`src/rtl/snake_pkg.sv`:
```
// Shared definitions for the snake direction path: heading codes, reversal test
// and the step-handshake state encoding.
package snake_pkg;

   typedef logic [1:0] dir_t;

   localparam dir_t DIR_UP        = 2'b00;
   localparam dir_t DIR_RIGHT     = 2'b01;
   localparam dir_t DIR_DOWN      = 2'b10;
   localparam dir_t DIR_LEFT      = 2'b11;
   localparam dir_t RESET_HEADING = DIR_RIGHT;

   typedef enum logic {
      ST_IDLE = 1'b0,
      ST_ACK  = 1'b1
   } state_t;

   // Opposite headings differ only in the upper code bit.
   function automatic logic is_reversal(input dir_t a, input dir_t b);
      return (a ^ b) == 2'b10;
   endfunction

endpackage

```
`src/rtl/direction_arbiter_if.sv`:
```
// Controller-facing bundle of the direction arbiter: button inputs, step
// handshake and queue status.
interface direction_arbiter_if #(
   parameter int QUEUE_DEPTH = 2
);
   localparam int PEND_W = $clog2(QUEUE_DEPTH) + 1;

   logic              clear;
   logic [3:0]        direction_in;
   logic              step_req;
   logic              step_ack;
   logic [1:0]        heading;
   logic [PEND_W-1:0] pending;
   logic              overflow;

   modport master (
      output clear, direction_in, step_req,
      input  step_ack, heading, pending, overflow
   );

   modport slave (
      input  clear, direction_in, step_req,
      output step_ack, heading, pending, overflow
   );
endinterface

```
`src/rtl/dir_debounce.sv`:
```
// One-bit button filter: the output level follows the input only after
// DEB_CYCLES consecutive samples that disagree with it.
module dir_debounce #(
   parameter int DEB_CYCLES = 4
) (
   input  logic clka,
   input  logic restart_n,
   input  logic clear,
   input  logic din,
   output logic level
);
   localparam int CNT_W = $clog2(DEB_CYCLES + 1);

   logic [CNT_W-1:0] cnt_q, cnt_d;
   logic             level_q, level_d;

   always_comb begin
      cnt_d   = cnt_q;
      level_d = level_q;
      if (din == level_q) begin
         cnt_d = '0;
      end else if (cnt_q == CNT_W'(DEB_CYCLES - 1)) begin
         level_d = din;
         cnt_d   = '0;
      end else begin
         cnt_d = cnt_q + CNT_W'(1);
      end
   end

   always_ff @(posedge clka or negedge restart_n) begin
      if (!restart_n) begin
         cnt_q   <= '0;
         level_q <= 1'b0;
      end else if (clear) begin
         cnt_q   <= '0;
         level_q <= 1'b0;
      end else begin
         cnt_q   <= cnt_d;
         level_q <= level_d;
      end
   end

   assign level = level_q;
endmodule

```
`src/rtl/direction_arbiter.sv`:
```
// Button presses -> round-robin pick -> legality filter -> small turn queue,
// drained one heading per step request. Optional input filter: DIR_DEBOUNCE_EN.
module direction_arbiter
   import snake_pkg::*;
#(
   parameter int QUEUE_DEPTH = 2,
   parameter int DEB_CYCLES  = 4
) (
   input logic               clka,
   input logic               restart_n,
   direction_arbiter_if.slave bus
);
   localparam int PTR_W = $clog2(QUEUE_DEPTH);
   localparam int CNT_W = $clog2(QUEUE_DEPTH) + 1;

   if (QUEUE_DEPTH < 2 || (QUEUE_DEPTH & (QUEUE_DEPTH - 1)) != 0) begin : g_bad_depth
      $error("QUEUE_DEPTH must be a power of two >= 2");
   end
   if (DEB_CYCLES < 1) begin : g_bad_deb
      $error("DEB_CYCLES must be >= 1");
   end

   logic [3:0] samp_q, prev_q, level, rise;

   always_ff @(posedge clka or negedge restart_n) begin
      if (!restart_n) begin
         samp_q <= '0;
         prev_q <= '0;
      end else if (bus.clear) begin
         samp_q <= '0;
         prev_q <= '0;
      end else begin
         samp_q <= bus.direction_in;
         prev_q <= level;
      end
   end

`ifdef DIR_DEBOUNCE_EN
   for (genvar gi = 0; gi < 4; gi++) begin : g_deb
      dir_debounce #(.DEB_CYCLES(DEB_CYCLES)) u_deb (
         .clka      (clka),
         .restart_n (restart_n),
         .clear     (bus.clear),
         .din       (samp_q[gi]),
         .level     (level[gi])
      );
   end
`else
   assign level = samp_q;
`endif

   assign rise = level & ~prev_q;

   dir_t             rr_ptr_q, heading_q, grant_idx, cand, tail;
   logic             grant_vld, legal, full, push, pop, drop;
   logic [PTR_W-1:0] wr_ptr_q, rd_ptr_q;
   logic [CNT_W-1:0] pending_q;
   logic             overflow_q;
   dir_t             q_mem [QUEUE_DEPTH];
   state_t           state_q, state_d;

   // Search order rr_ptr+1, +2, +3, then rr_ptr itself.
   always_comb begin
      grant_vld = 1'b0;
      grant_idx = rr_ptr_q;
      cand      = rr_ptr_q;
      for (int k = 1; k <= 4; k++) begin
         cand = rr_ptr_q + 2'(k);
         if (!grant_vld && rise[cand]) begin
            grant_vld = 1'b1;
            grant_idx = cand;
         end
      end
   end

   assign tail  = (pending_q != '0) ? q_mem[wr_ptr_q - PTR_W'(1)] : heading_q;
   assign legal = grant_vld && (grant_idx != tail) && !is_reversal(grant_idx, tail);
   assign full  = (pending_q == CNT_W'(QUEUE_DEPTH));
   assign push  = legal && !full;
   assign drop  = legal && full;
   assign pop   = (state_q == ST_IDLE) && (state_d == ST_ACK) && (pending_q != '0);

   always_ff @(posedge clka) begin
      if (push && !bus.clear) begin
         q_mem[wr_ptr_q] <= grant_idx;
      end
   end

   always_ff @(posedge clka or negedge restart_n) begin
      if (!restart_n) begin
         rr_ptr_q   <= DIR_UP;
         heading_q  <= RESET_HEADING;
         wr_ptr_q   <= '0;
         rd_ptr_q   <= '0;
         pending_q  <= '0;
         overflow_q <= 1'b0;
      end else if (bus.clear) begin
         rr_ptr_q   <= DIR_UP;
         heading_q  <= RESET_HEADING;
         wr_ptr_q   <= '0;
         rd_ptr_q   <= '0;
         pending_q  <= '0;
         overflow_q <= 1'b0;
      end else begin
         if (grant_vld) rr_ptr_q <= grant_idx;
         if (push) wr_ptr_q <= wr_ptr_q + PTR_W'(1);
         if (pop) begin
            rd_ptr_q  <= rd_ptr_q + PTR_W'(1);
            heading_q <= q_mem[rd_ptr_q];
         end
         if (push && !pop) pending_q <= pending_q + CNT_W'(1);
         else if (pop && !push) pending_q <= pending_q - CNT_W'(1);
         if (drop) overflow_q <= 1'b1;
      end
   end

   always_ff @(posedge clka or negedge restart_n) begin
      if (!restart_n)     state_q <= ST_IDLE;
      else if (bus.clear) state_q <= ST_IDLE;
      else                state_q <= state_d;
   end

   always_comb begin
      state_d = state_q;
      case (state_q)
         ST_IDLE: if (bus.step_req) state_d = ST_ACK;
         ST_ACK:  state_d = ST_IDLE;
         default: state_d = ST_IDLE;
      endcase
   end

   always_comb begin
      bus.step_ack = (state_q == ST_ACK);
   end

   assign bus.heading  = heading_q;
   assign bus.pending  = pending_q;
   assign bus.overflow = overflow_q;
endmodule

```
`src/flat_wrapper.sv`:
```
// flat-port wrapper written by rule: the top's interface ports become plain ports
module direction_arbiter_flat import snake_pkg::*;
#(
   parameter int QUEUE_DEPTH = 2,
   parameter int DEB_CYCLES  = 4
)
  (clka, restart_n, bus_clear, bus_direction_in, bus_step_req, bus_step_ack, bus_heading, bus_pending, bus_overflow);
  direction_arbiter_if #(.QUEUE_DEPTH(QUEUE_DEPTH)) bus_i ();
  input logic clka;
  input logic restart_n;
  input wire logic [$bits(bus_i.clear)-1:0] bus_clear;
  input wire logic [$bits(bus_i.direction_in)-1:0] bus_direction_in;
  input wire logic [$bits(bus_i.step_req)-1:0] bus_step_req;
  output wire logic [$bits(bus_i.step_ack)-1:0] bus_step_ack;
  output wire logic [$bits(bus_i.heading)-1:0] bus_heading;
  output wire logic [$bits(bus_i.pending)-1:0] bus_pending;
  output wire logic [$bits(bus_i.overflow)-1:0] bus_overflow;
  assign bus_i.clear = bus_clear;
  assign bus_i.direction_in = bus_direction_in;
  assign bus_i.step_req = bus_step_req;
  assign bus_step_ack = bus_i.step_ack;
  assign bus_heading = bus_i.heading;
  assign bus_pending = bus_i.pending;
  assign bus_overflow = bus_i.overflow;
  direction_arbiter #(.QUEUE_DEPTH(QUEUE_DEPTH), .DEB_CYCLES(DEB_CYCLES)) u_core (.clka(clka), .restart_n(restart_n), .bus(bus_i));
endmodule
```
`config.mk`:
```
export PLATFORM = sky130hd
export DESIGN_NAME = direction_arbiter_flat
export DESIGN_NICKNAME = d
export VERILOG_FILES = /design/src/rtl/snake_pkg.sv /design/src/rtl/direction_arbiter_if.sv /design/src/rtl/dir_debounce.sv /design/src/rtl/direction_arbiter.sv /design/src/flat_wrapper.sv
export SDC_FILE = /design/constraint.sdc
export NUM_CORES = 1
export LEC_CHECK = 0
export ABC_AREA = 1
export CORE_UTILIZATION = 55
export DETAILED_ROUTE_END_ITERATION = 10
export PLACE_DENSITY_LB_ADDON = 0.2
export SLEW_MARGIN = 20
export SYNTH_ARGS = -nofsm -noshare
export SYNTH_HDL_FRONTEND = slang
export SYNTH_HIERARCHICAL = 1
export SYNTH_SLANG_ARGS = --single-unit
```
`constraint.sdc`:
```
create_clock -name clka -period 2 [get_ports clka]
set_input_delay 0.3 -clock clka [delete_from_list [all_inputs] [get_ports clka]]
set_output_delay 0.3 -clock clka [all_outputs]
set_load 0.03 [all_outputs]
```
## After elaboration in Yosys (flattened, before gate mapping)

Memories as Yosys holds them, arrays and structs flattened.
Index checks and enable logic that the tools add are counted.

- Reduce and logical (&&, ||, !) cells: 26
- Add/sub/neg operators: 8
- Eq/ne operators: 3
- Bitwise gates (word level): 4
- Magnitude comparators: 4
- Multiplexer cells: 37

Operators with widths:

| cell | number |
|---|---|
| 2-bit 2-to-1 mux | 12 |
| 1-bit 2-to-1 mux | 18 |
| 1-bit logical AND | 12 |
| 2-bit by 3-bit < comparator with 1-bit output (second input constant) | 4 |
| 2-bit nonzero test | 5 |
| 1-bit binary-select mux with 2-bit select | 4 |
| 1-bit zero test | 8 |
| 4-bit 2-to-1 mux | 2 |
| 2-bit by 1-bit adder with 2-bit output (second input constant) | 2 |
| 2-bit adder (second input constant) | 2 |
| 4-bit bitwise AND | 1 |
| 2-bit equality test (second input constant) | 2 |
| 4-bit NOT | 1 |
| 3-bit nonzero test | 1 |
| 1-bit adder (second input constant) | 2 |
| 2-bit != test | 1 |
| 1-bit case mux with 2 select lines | 1 |
| 2-bit by 1-bit subtractor with 2-bit output (second input constant) | 1 |
| 2-bit XOR | 1 |
| 1-bit NOT | 1 |
| 1-bit subtractor (second input constant) | 1 |

- Memory bits (writable): 4
- Logic and storage cells: 92
- Memories: 1
- Output and inout port bits: 6
- Register bits: 18
- Input port bits: 8

Memory list:

| name | depth | bits a word | rd ports | clocked after memory_dff | wr ports | RTL line | text |
|---|---|---|---|---|---|---|---|
| u_core.q_mem | 2 | 2 | 2 | 0 | 1 | direction_arbiter.sv:59 | `dir_t q_mem [QUEUE_DEPTH];` |

## Longest topological paths before layout

Gate-level depths: netlist of run 1.

- Word-level depth: 24
- Depth in mapped cells: 17
- Gate-level depth less buffers: 16

## Worst setup path before layout of run 1

Ideal clock, no wire load.

- Kind: reg-to-reg
- Start point: register u_core.pending_q[0] (netlist: u_core/bus.pending[0])
- End point: memory u_core/q_mem[1][0] in the netlist's numbering (enable)
- Data required time: 1.691 ns
- Path buffers: 0
- Library setup time: 0.309 ns
- Data arrival time: 1.540 ns
- Path slack: 0.151 ns
- Cell stages (with the launch flop): 10
- Path through: dfrtp_1 > nor2_1 > inv_1 > o21ai_0 > inv_1 > nand3_4 > nand2_4 > nor2_4 > nand3_2 > nor2_1

- Cells in the longest elaborated chain, start to end: 10
- Elaborated cells between the ends (all ways): 14

RTL lines:

| element | RTL line | text |
|---|---|---|
| from (decl) | direction_arbiter.sv:57 | `logic [CNT_W-1:0] pending_q;` |
| from (signal assigned) | direction_arbiter.sv:111 | `if (push && !pop) pending_q <= pending_q + CNT_W'(1);` |
| from (signal assigned) | direction_arbiter.sv:112 | `else if (pop && !push) pending_q <= pending_q - CNT_W'(1);` |
| 2-bit nonzero test | direction_arbiter.sv:76 | `assign tail = (pending_q != '0) ? q_mem[wr_ptr_q - PTR_W'(1)] : heading_q;` |
| 2-bit 2-to-1 mux | direction_arbiter.sv:76 |  |
| 2-bit XOR | snake_pkg.sv:20 | `return (a ^ b) == 2'b10;` |
| 2-bit equality test | snake_pkg.sv:20 |  |
| 1-bit zero test | direction_arbiter.sv:77 | `assign legal = grant_vld && (grant_idx != tail) && !is_reversal(grant_idx, tail);` |
| 1-bit logical AND | direction_arbiter.sv:77 |  |
| 1-bit logical AND (*) | direction_arbiter.sv:79 | `assign push = legal && !full;` |
| 1-bit logical AND (*) | direction_arbiter.sv:84 | `if (push && !bus.clear) begin` |
| 1-bit 2-to-1 mux (*) | direction_arbiter.sv:84 |  |
| 1-bit 2-to-1 mux (implied by the code) (*) | direction_arbiter.sv:85 | `q_mem[wr_ptr_q] <= grant_idx;` |
| to (decl) | direction_arbiter.sv:59 |  |

Mark *: on every way between the ends. The rest lies on a longest branch, timed or not.

## Worst setup path after layout of run 1

- Start point: register u_core.rr_ptr_q[1]
- End point: memory u_core/q_mem[1][1] in the netlist's numbering (enable)

- Cells in the longest elaborated chain, start to end: 21
- Elaborated cells between the ends (all ways): 35

RTL lines:

| element | RTL line | text |
|---|---|---|
| from (decl) | direction_arbiter.sv:54 | `dir_t rr_ptr_q, heading_q, grant_idx, cand, tail;` |
| from (signal assigned) | direction_arbiter.sv:105 | `if (grant_vld) rr_ptr_q <= grant_idx;` |
| 2-bit by 1-bit adder with 2-bit output | direction_arbiter.sv:68 | `cand = rr_ptr_q + 2'(k);` |
| 1-bit binary-select mux with 2-bit select | direction_arbiter.sv:69 | `if (!grant_vld && rise[cand]) begin` |
| 1-bit 2-to-1 mux (implied by the code) | direction_arbiter.sv:69 |  |
| 1-bit 2-to-1 mux | direction_arbiter.sv:69 |  |
| 1-bit zero test | direction_arbiter.sv:69 |  |
| 1-bit logical AND | direction_arbiter.sv:69 |  |
| 1-bit 2-to-1 mux | direction_arbiter.sv:69 |  |
| 1-bit zero test | direction_arbiter.sv:69 |  |
| [5 not listed] | n/a |  |
| 2-bit XOR | snake_pkg.sv:20 |  |
| 2-bit equality test | snake_pkg.sv:20 |  |
| 1-bit zero test | direction_arbiter.sv:77 |  |
| 1-bit logical AND (*) | direction_arbiter.sv:77 |  |
| 1-bit logical AND (*) | direction_arbiter.sv:79 |  |
| 1-bit logical AND (*) | direction_arbiter.sv:84 |  |
| 1-bit 2-to-1 mux (*) | direction_arbiter.sv:84 |  |
| 1-bit 2-to-1 mux (implied by the code) (*) | direction_arbiter.sv:85 |  |

Mark *: on every way between the ends. The rest lies on a longest branch, timed or not. The select of a mux whose other input is x is not followed.

==> results.cfg, run 1 <==
[global_routing]
first_pass_grt_wire_length_um = 4050
grt_max_degree = 13
gr-total-overflow = 0
antenna_found_initial = 0
first_global_vias = 935
globalRouteTotalUtil = 0.218

[die]
num_io_pins = 14
count_of_standard_cell_rows = 17
coreArea_um2 = 2210
start_util = 0.585
die_x_um = 50.5
dieArea_um2 = 2550
die_height_um = 50.5

[clock_tree]
cts_tree = built
cts_hold_repair.buffers = 0
clock-root-buffer = clkbuf_4
tritoncts_num_sinks = 22
clock_insertion_delay_worst_skew_ps = 300
clk_pin_slew_ps = 120
htree_levels = 1
cts_buffers = 3
cts.path.max_buffers = 2

[sta]
max_clock_freq_mhz = 524
hold_viol_final = 0
clock-skew-final_ps = 2.76
report.final.slew_viol_count = 0
worst_setup_slack_after_layout_ps = 91.4
min_period_over_period = 0.954
worst_slew_pin_slew_ps = 416
rsz_0062_raised_after_global_routing = yes
slew-limit-headroom = 0.722
finalSetupViolCount = 0
setup-tns-final_ps = 0
shortest_period_the_worst_path_allows_ps = 1910

[place]
dpl_cell_area_um2 = 1480
detailedPlace.worstSlack_ps = -7.73
globalplace.congestion = 0.820
hpwlAfterDp_um = 1880
placed_cells = 190
port_buffers = 13

[detailed_routing]
detail_route.drc_violations = 0
detail_route.vias_per_cell = 5.22
detailed_routing_iteration_count_for_the_pre_antenna_repair_pass = 4
detailroute.via_count = 1029
drt-wirelength-per-cell_um = 13.1
antenna_left = 0
drt_wl_total_um = 2590
drt_first_iter_violations = 31

[logic_synthesis]
number_of_synthesis_warnings = 6
mappedNetlistArea_um2 = 1290
netlist_top_cells_count = 28 x inv_1, 23 x nor2_1, 17 x dfrtp_1, 17 x nand2_1, 13 x nand3_1
synth_top_flop_cell = dfrtp_1
number_of_nets_produced_by_synthesis = 155
async_flop_share = 0.818
yosys.area.top_type = dfrtp_1
synth.yosys.seq_area_share = 0.442
synth_edf_count = 4
synth.area.top_cells = dfrtp_1 33%, edfxtp_1 9.3%, inv_1 8.1%
post_synth_num_cell_types = 27
syn_inst = 147
synth.avg_cell_area_um2 = 8.81
ys_ff_latch = 22
cell_with_the_most_instances_after_synthesis = inv_1
post-synth-top-area-fraction = 0.329

[critical_path]
timing.critical_path.to_type = register
timing.critical_path.from_type = register
criticalPathCategory = reg -> reg
arrival_ps = 1930
critPathMaxFanout = 6
crit_required_ps = 2020

[job]
maxCapViolations = 0

[cells_and_area]
post_route_cells_drive_above_1_share = 0.302
nets_final = 178
post-route-cell-area_um2 = 1620
antenna_cells_inserted = 0
utilization = 0.730
final_cell_count_no_fill = 197
areaGrowthSynthToFinish_pct = 24.7

[pwr]
total_leakage_power_nw = 0.769
cellPowerDensity_nw_per_um2 = 1540
ir_worst_vdd_mv = 0.867

[status]
status = finished clean

[hold_path]
worst_hold_path_type = in -> async
## placed cells by master (no fill, tap or decap)
master	n
inv_2	1
xor2_4	1
clkinv_8	1
nand3_2	11
clkbuf_4	3
a31oi_1	1
nor2_2	2
nand3_4	4
o311ai_0	1
xnor2_4	1
a21oi_1	2
inv_1	27
nand2_1	14
nand3_1	7
o31ai_1	1
dfrtp_2	1
dfrtp_1	16
xor2_1	1
clkinv_1	1
a21oi_2	1
nor2_4	1
nor3_1	2
nand2_4	8
o21ai_1	1
nand4_1	1
buf_12	1
buf_4	7
nand2_2	7
o21ai_0	4
edfxtp_1	4
clkdlybuf4s50_1	13
nor2_1	21
o22ai_1	1
dfstp_2	1
## stage by stage
step	hold WS, ps	power [mW]
after global routing	289	2.67
after floorplan	4.41	1.79
after detailed placement	466	2.11
after global placement	446	2.07
after CTS	294	2.31
final	283	2.49
## worst paths after layout
path	from	endpoint	slack, ps	cells after the start
setup / recovery	u_core/rr_ptr_q[1]	u_core/q_mem[1][1]	90	10
hold / removal	restart_n	u_core/rd_ptr_q	280	1
setup reg to reg	u_core/rr_ptr_q[1]	u_core/q_mem[1][1]	90	10
hold reg to reg	u_core/bus.step_ack	u_core/bus.step_ack	480	1
max in group asynchronous	restart_n	u_core/rr_ptr_q[1]	1220	2
min in group clka	u_core/bus.step_ack	u_core/bus.step_ack	480	1
## kinds of logic (layout without fill, tap and decap cells)
logic type,after synthesis,after routing,synth area share
buffers and inverters,32,54,0.108
xor gates and xnor gates,3,3,0.0406
AOI/OAI and AO/OA,12,12,0.0560
DFF,22,22,0.442
and+or+nand+nor,78,78,0.354
## sequential cells by signal (all words and copies together), names as in the netlist
register / count
u_core/bus.heading: 2
u_core/wr_ptr_q: 1
u_core/prev_q: 4
u_core/q_mem: 4
u_core/rd_ptr_q: 1
u_core/bus.pending: 2
u_core/bus.overflow: 1
u_core/bus.step_ack: 1
u_core/level: 4
u_core/rr_ptr_q: 2
## worst max-delay path, cell delays in order, from the launching register on
cell     delay (ps)
dfrtp_2         530
xor2_4          220
nand2_2         100
nand2_4          60
nand2_4          80
nand3_4         110
nand3_4         120
nand2_4          50
nor2_4          110
nand3_2         100
nor2_2          140
## final cells by class
class	count	area, um^2
inverters	29	121
fillers	178	597
flip-flops and latches	22	573
repair buffers	21	203
clock inverters	1	3.75
clock buffers	3	22.5
well taps	28	35.0
multi-input cells	93	657
## layer usage
layer / track usage / wire (um)
met1: 0.300 / 1190
met2: 0.351 / 1290
met3: 0.0364 / 92
met4: 0.0694 / 16
met5: 0 / 0
## report_power, final
part | leakage, nW | total [mW] | internal (mW) | switching [mW]
registers | 0.269 | 0.704 | 0.610 | 0.0932
logic | 0.485 | 1.58 | 0.622 | 0.958
clock network | 0.0154 | 0.201 | 0.0727 | 0.129
## repair_timing
item | 4_1_cts | 5_1_grt
resized for setup | 1 | 19
setup buffers | 0 | 3
endpoints found under the setup margin | 2 | 7
pin swaps | 0 | 2
No activity file was read; power rests on OpenSTA's default activity.
==> run 2: changes to the inputs <==
CAP_MARGIN = 20   (was not set)
==> results of run 2 <==
No change in the layout: final DEF, timing and power equal those of run 1.
==> run 3: changes to the inputs <==
HOLD_SLACK_MARGIN = 0.08   (was not set)
==> results of run 3 <==
No change in the layout: final DEF, timing and power equal those of run 1.
